File: src/rtl/i_cache_axi_rd.sv
// i_cache_axi_rd: refill responder for the instruction cache.
// It turns each single-beat I-cache refill request into one single-beat AXI4 read
// (INCR, 8 bytes, len 0). It returns the doubleword with a one-cycle cache_in_ok pulse.
// Only one transaction is ever outstanding, and there are no write channels.
//
// Ports
//   clk, rst                      clock, asynchronous active-low reset
//   cache_read_ena, cache_addr    refill request (level) and byte address
//   cache_or_data, cache_in_ok    returned doubleword, one-cycle completion pulse
//   cache_rd_err                  completion carried a non-OKAY response
//   axi_ar_*                      AXI4 read address channel (master side)
//   axi_r_*                       AXI4 read data channel (master side)
module i_cache_axi_rd #(
  parameter int unsigned          AXI_ID_W = 4,
  parameter logic [AXI_ID_W-1:0]  AXI_ID   = '0
) (
  input  logic                clk,
  input  logic                rst,
  input  logic                cache_read_ena,
  input  logic [31:0]         cache_addr,
  output logic [63:0]         cache_or_data,
  output logic                cache_in_ok,
  output logic                cache_rd_err,
  output logic                axi_ar_valid,
  input  logic                axi_ar_ready,
  output logic [31:0]         axi_ar_addr,
  output logic [AXI_ID_W-1:0] axi_ar_id,
  output logic [7:0]          axi_ar_len,
  output logic [2:0]          axi_ar_size,
  output logic [1:0]          axi_ar_burst,
  input  logic                axi_r_valid,
  output logic                axi_r_ready,
  input  logic [63:0]         axi_r_data,
  input  logic [1:0]          axi_r_resp,
  input  logic                axi_r_last,
  input  logic [AXI_ID_W-1:0] axi_r_id
);

  typedef enum logic [2:0] {
    StIdle,
    StAddr,
    StData,
    StDone,
    StHold
  } state_e;

  state_e      state_q, state_d;
  logic [28:0] addr_q, addr_d;
  logic [63:0] data_q, data_d;
  logic        err_q, err_d;

  // With a single outstanding beat, RID and RLAST add no information, and the
  // byte offset within the doubleword is dropped.
  logic unused_inputs;
  assign unused_inputs = ^{axi_r_last, axi_r_id, cache_addr[2:0]};

  always_ff @(posedge clk or negedge rst) begin
    if (!rst) begin
      state_q <= StIdle;
      addr_q  <= '0;
      data_q  <= '0;
      err_q   <= 1'b0;
    end else begin
      state_q <= state_d;
      addr_q  <= addr_d;
      data_q  <= data_d;
      err_q   <= err_d;
    end
  end

  always_comb begin
    state_d = state_q;
    addr_d  = addr_q;
    data_d  = data_q;
    err_d   = err_q;
    unique case (state_q)
      StIdle: begin
        if (cache_read_ena) begin
          addr_d  = cache_addr[31:3];
          state_d = StAddr;
        end
      end
      StAddr: begin
        if (axi_ar_ready) state_d = StData;
      end
      StData: begin
        if (axi_r_valid) begin
          data_d  = axi_r_data;
          err_d   = (axi_r_resp != 2'b00);
          state_d = StDone;
        end
      end
      StDone: state_d = StHold;
      // A request still held high after completion must not start a second fetch.
      StHold: begin
        if (!cache_read_ena) state_d = StIdle;
      end
      default: state_d = StIdle;
    endcase
  end

  // All outputs come from state or registers only; no input reaches an output.
  always_comb begin
    axi_ar_valid  = (state_q == StAddr);
    axi_r_ready   = (state_q == StData);
    cache_in_ok   = (state_q == StDone);
    cache_rd_err  = (state_q == StDone) && err_q;
    cache_or_data = (state_q == StDone) ? data_q : 64'd0;
  end

  assign axi_ar_addr  = {addr_q, 3'b000};
  assign axi_ar_id    = AXI_ID;
  assign axi_ar_len   = 8'd0;
  assign axi_ar_size  = 3'b011;
  assign axi_ar_burst = 2'b01;

endmodule
File: config.mk
export PLATFORM = sky130hd
export DESIGN_NAME = i_cache_axi_rd
export DESIGN_NICKNAME = d
export VERILOG_FILES = /design/src/rtl/i_cache_axi_rd.sv
export SDC_FILE = /design/constraint.sdc
export NUM_CORES = 1
export LEC_CHECK = 0
export CORE_ASPECT_RATIO = 1.4
export CORE_MARGIN = 2
export CORE_UTILIZATION = 44
export CTS_CLUSTER_DIAMETER = 120
export DETAILED_ROUTE_END_ITERATION = 10
export PLACE_DENSITY = 0.95
export SYNTH_ARGS = -nofsm -noshare
export SYNTH_HDL_FRONTEND = slang
export SYNTH_SLANG_ARGS = --single-unit
File: constraint.sdc
create_clock -name clk -period 4.4 [get_ports clk]
set_input_delay 0.44 -clock clk [delete_from_list [all_inputs] [get_ports clk]]
set_output_delay 0.44 -clock clk [all_outputs]
set_load 0.01 [all_outputs]
After elaboration in Yosys (flattened, before gate mapping)
Index checks and enable logic that the tools add are counted.
{"block": "word_totals", "register_bits": 97, "input_bits": 108, "out_inout_bits": 117, "elab_cells": 24}
{"block": "classes", "eq_ne": 8, "n_mux": 6, "reduce_logical": 6}
{"cell": "$mux W64", "count": 1}
{"cell": "$pmux W3 S5", "count": 1}
{"cell": "$mux W3", "count": 4}
{"cell": "$eq A3 B2 Y1 const B", "count": 2}
{"cell": "$ne A2 B2 Y1 const B", "count": 3}
{"cell": "$reduce_and A2 Y1", "count": 2}
{"cell": "$reduce_and A4 Y1", "count": 1}
{"cell": "$eq A3 B1 Y1 const B", "count": 1}
{"cell": "$eq A3 B3 Y1 const B", "count": 1}
{"cell": "$logic_not A3 Y1", "count": 1}
{"cell": "$ne A2 B1 Y1 const B", "count": 1}
{"cell": "$reduce_bool A2 Y1", "count": 1}
{"cell": "$logic_and A1 B1 Y1", "count": 1}

Depth between registers and ports, before layout
{"block": "depth", "ltp_word": 3, "mapped_depth": 5, "mapped_depth_nobuf": 2}

Worst setup path after synthesis
Ideal clock, no wire load.
{"block": "synth_timing", "kind": "flip-flop to output port", "start": "register state_q[2]", "end": "output cache_or_data[25]", "arrival_ps": 1236, "required_ps": 3960, "slack_ps": 2724, "stages_incl_launch_ff": 5, "path_buffers": 2, "path_cell_list": "dfrtp_1 -> and3b_1 -> buf_2 -> clkbuf_1 -> and2_1"}
{"block": "synth_via", "elab_chain_cells": 2}
{"element": "from (decl)", "line": "47", "rtl": "state_e state_q, state_d;"}
{"element": "from (signal assigned)", "line": "59", "rtl": "state_q <= StIdle;"}
{"element": "from (signal assigned)", "line": "64", "rtl": "state_q <= state_d;"}
{"element": "$eq A3 B2 Y1", "line": "108", "rtl": "cache_or_data = (state_q == StDone) ? data_q : 64'd0;"}
{"element": "$mux W64", "line": "108"}
{"element": "to (decl)", "line": "21", "rtl": "output logic [63:0] cache_or_data,"}
No other way between the ends.

Worst setup path after layout
{"block": "layout_timing", "start": "register state_q[1]", "end": "output cache_or_data[2]"}
Same word-level chain as after synthesis.

==> key figures <==
Critical path
  – Worst R2R Start: state_q[2]$_DFFE_PN0P_
  – Reg2reg end: data_q[63]$_DFFE_PN0P_
  – CP top delay family: simple AND/OR/NAND/NOR gates
  – Max incr delay on CP: between 0.8 and 0.9 ns
  – CP arrival: 2.56 ns
  – Worst Setup Path Type: reg2out
  – Critical Path Fanout Max: 67
  – Crit. End Element: primary output
  – Crit-path cells: and3b_2 > and2_1 > clkdlybuf4s50_1
  – Startpoint Class: register
  – Crit-path slowest cell: and3b_2
  – CP Data Required Time: 3.96 ns
  – Path depth of the worst reg2reg path: 3
  – Worst path bufs/invs: 1
  – R2r setup slk: 2.34 ns

Layout
  – Fraction of layout cells with a size suffix above 1: 19.1%
  – Synthesis-to-finish area growth: 52.0%
  – Antenna diodes: 0
  – Final core occ: 68.7%
  – Fin nets: 611
  – Fillers: 699

Yosys
  – Yosys top cell by area: dfrtp_1
  – Async SR Flop Fraction: 100%
  – Main synth FF type: dfrtp_1
  – Synth Area in Compound Gates: 0.643%
  – Distinct cells, synth: 23
  – Simple-gate share of the synthesized area: 10.6%
  – Post-Syn Instances: 312
  – Post-Synth Adder-Cell Area: 0%
  – Mux share of post-synthesis cell area: 28.0%
  – Area share of the largest cell type after synthesis: 54.3%
  – Mean Syn Cell Area: 14.3 µm²
  – Synth warn: 0
  – Synth Area in XOR/XNOR: 0%
  – Sequential share of the synthesized area: 54.3%
  – Main combinational cell family by area after synthesis: multiplexers
  – Dominant cells by area after synthesis: dfrtp_1 (54%), mux2_4 (16%), and2_1 (9.1%), mux2_2 (6.0%), mux2_1 (5.0%)
  – Top-count cell post-synth: dfrtp_1
  – Most frequent cells after synthesis: dfrtp_1 (97), and2_1 (65), mux2_4 (49)
  – Number of enable flip-flop cells after synthesis: 0
  – Post-Syn Area: between 4000 and 5000 µm²
  – Synth Register Bits: 97

Place
  – DP HPWL: approximately 7900 µm
  – Dpl ws: 1.72 ns
  – Input/output buffers: 196
  – GPL Wtd Cong: 0.737

Clock tree
  – Max clock buf depth: 2
  – CTS clk-pin slew, worst paths: 0.07 ns
  – Number of setup buffers added after CTS: 0
  – CTS tree: built
  – Post-cts sizing count: 0
  – Clk sinks: 97
  – H-tree depth: 3
  – Clk_lat worst skew: 0.33 ns
  – Root Buffer: clkbuf_16
  – CTS buffer count: 9
  – # hold bufs at CTS: 0

STA
  – Worst hold margin: 0.138 ns
  – Rel. slew slack: 39.6%
  – Min cycle time layout: 3.00 ns
  – Fmax: 333 MHz
  – Setup TNS: 0 ns
  – Final setup viols: 0
  – Worst Max-Slew Pin Slew: 0.906 ns
  – RSZ-0062 raised after global routing: false
  – Final Hold Vio Count: 0
  – Period utilization: around two thirds
  – Clk_skew: 0.0103 ns
  – Slew Viols, Final: 0
  – Final WS setup: 1.40 ns

Drt
  – Routed met2 length: 5600 µm
  – Vias: 3028
  – M1 wire length: 3980 µm
  – DR pass1 iterations: 6
  – Initial DRC count: 91
  – WL met3: 740 µm
  – Routed WL: 10600 µm
  – DRC errors left: 0
  – Via/cell ratio: roughly 4.7
  – Routed WL per cell: 16.5 µm
  – Max layer used: met4
  – Routed Antenna Nets: 0

Power and ir drop
  – PwrDens: 629 nW/µm²
  – Switching share of total power: between 20% and 30%
  – Switching power: 1190 µW
  – VDD IR max: 0.325 mV
  – Flop pwr share: between 30 and 40%
  – Leakage: 0.00291 µW
  – Combinational share of power: 40.6%
  – Internal Power: 3090 µW
  – Clk pwr share: 22.0%

Global routing
  – Total GRT Usage: 19.6%
  – Vias in the first global route: 3200
  – Largest net degree at the start of global routing: 68
  – GRT overflow: 0
  – First-pass GRT wire length: 16400 µm
  – Antenna violations before repair: 0

Die
  – Die height: around 120 µm
  – Die width: 89.2 µm
  – Core Area: 9900 µm²
  – Number of I/O pins: 225
  – Initial core utilization: a little under half
  – Row cnt: 43
  – Die Area: 11000 µm²

Outcome
  – Outcome: finished, final reports clean

Job
  – MaxCap Viol Count: 0

Min path
  – Hold/Removal Path Class: in2async
==> state kept, by name (all words and copies together) (netlist names) <==
| register | flops |
|---|---|
| data_q | 64 |
| addr_q | 29 |
| state_q | 3 |
| err_q | 1 |
==> layout make-up <==
class / instances / area [µm²] / share of cell area (%)
Clock buffer: 10 / 229 / 3.37
Clock inverter: 6 / 138 / 2.02
Inverter: 2 / 7.51 / 0.110
Multi-Input combinational cell: 193 / 1840 / 27.1
Sequential cell: 97 / 2430 / 35.7
Tap cell: 135 / 169 / 2.48
Timing Repair Buffer: 200 / 1990 / 29.2
==> power groups by stage <==
stage / sequential, µW / clock (µW) / combinational [µW]
5_1_grt: 1660 / 997 / 1860
4_1_cts: 1600 / 964 / 1770
3_5_place_dp: 1610 / 0 / 1750
3_3_place_gp: 1560 / 0 / 1710
2_1_floorplan: 1590 / 0 / 967
6_report: 1600 / 942 / 1740
==> worst max path at each step <==
stage / from / cells after the start / to
global placement: state_q[1]$_DFFE_PN0P_ / 3 / cache_or_data[2]
detailed placement: state_q[1]$_DFFE_PN0P_ / 3 / cache_or_data[2]
finish: state_q[1]$_DFFE_PN0P_ / 3 / cache_or_data[2]
floorplan: state_q[2]$_DFFE_PN0P_ / 4 / cache_or_data[25]
CTS: state_q[1]$_DFFE_PN0P_ / 3 / cache_or_data[2]
global route: state_q[1]$_DFFE_PN0P_ / 3 / cache_or_data[2]
==> metrics by stage <==
step	instance area, µm²	instances	power (µW)
2_1_floorplan	4540	330	2560
3_3_place_gp	6430	627	3270
3_5_place_dp	6430	627	3360
4_1_cts	6800	643	4330
5_1_grt	6800	643	4520
6_report	6800	643	4280
==> placed cells by master, fill, tap and decap left out <==
cell               n
and2_1            65
a21oi_1            1
clkinv_4           1
a211oi_1           1
inv_6              1
and4bb_4           1
clkdlybuf4s50_1  195
mux2i_1            2
nor3_1             1
nand3b_1           1
mux2_2            24
dfrtp_1           97
o21a_1             1
nor4b_4            1
clkbuf_16          9
bufinv_16          4
nor2_1             3
mux2_1            20
clkbuf_1           1
conb_1            20
a31o_2             1
nand2b_1           1
mux2_4            49
buf_4              5
and3b_2            1
inv_1              2
==> logic make-up after synthesis <==
logic type / count (synthesis)
flip-flops: 97
multiplexers: 95
AND/OR/NAND/NOR: 74
buffers and inverters: 40
AO/OA/AOI/OAI: 4
other: 2
==> layer usage <==
metal	GRT usage, %	vias up
met5	0	-
met3	4.47	24
met4	8.86	0
met2	34.6	148
li1	-	1389
met1	22.0	1467
Power figures use the tool's default switching activity.
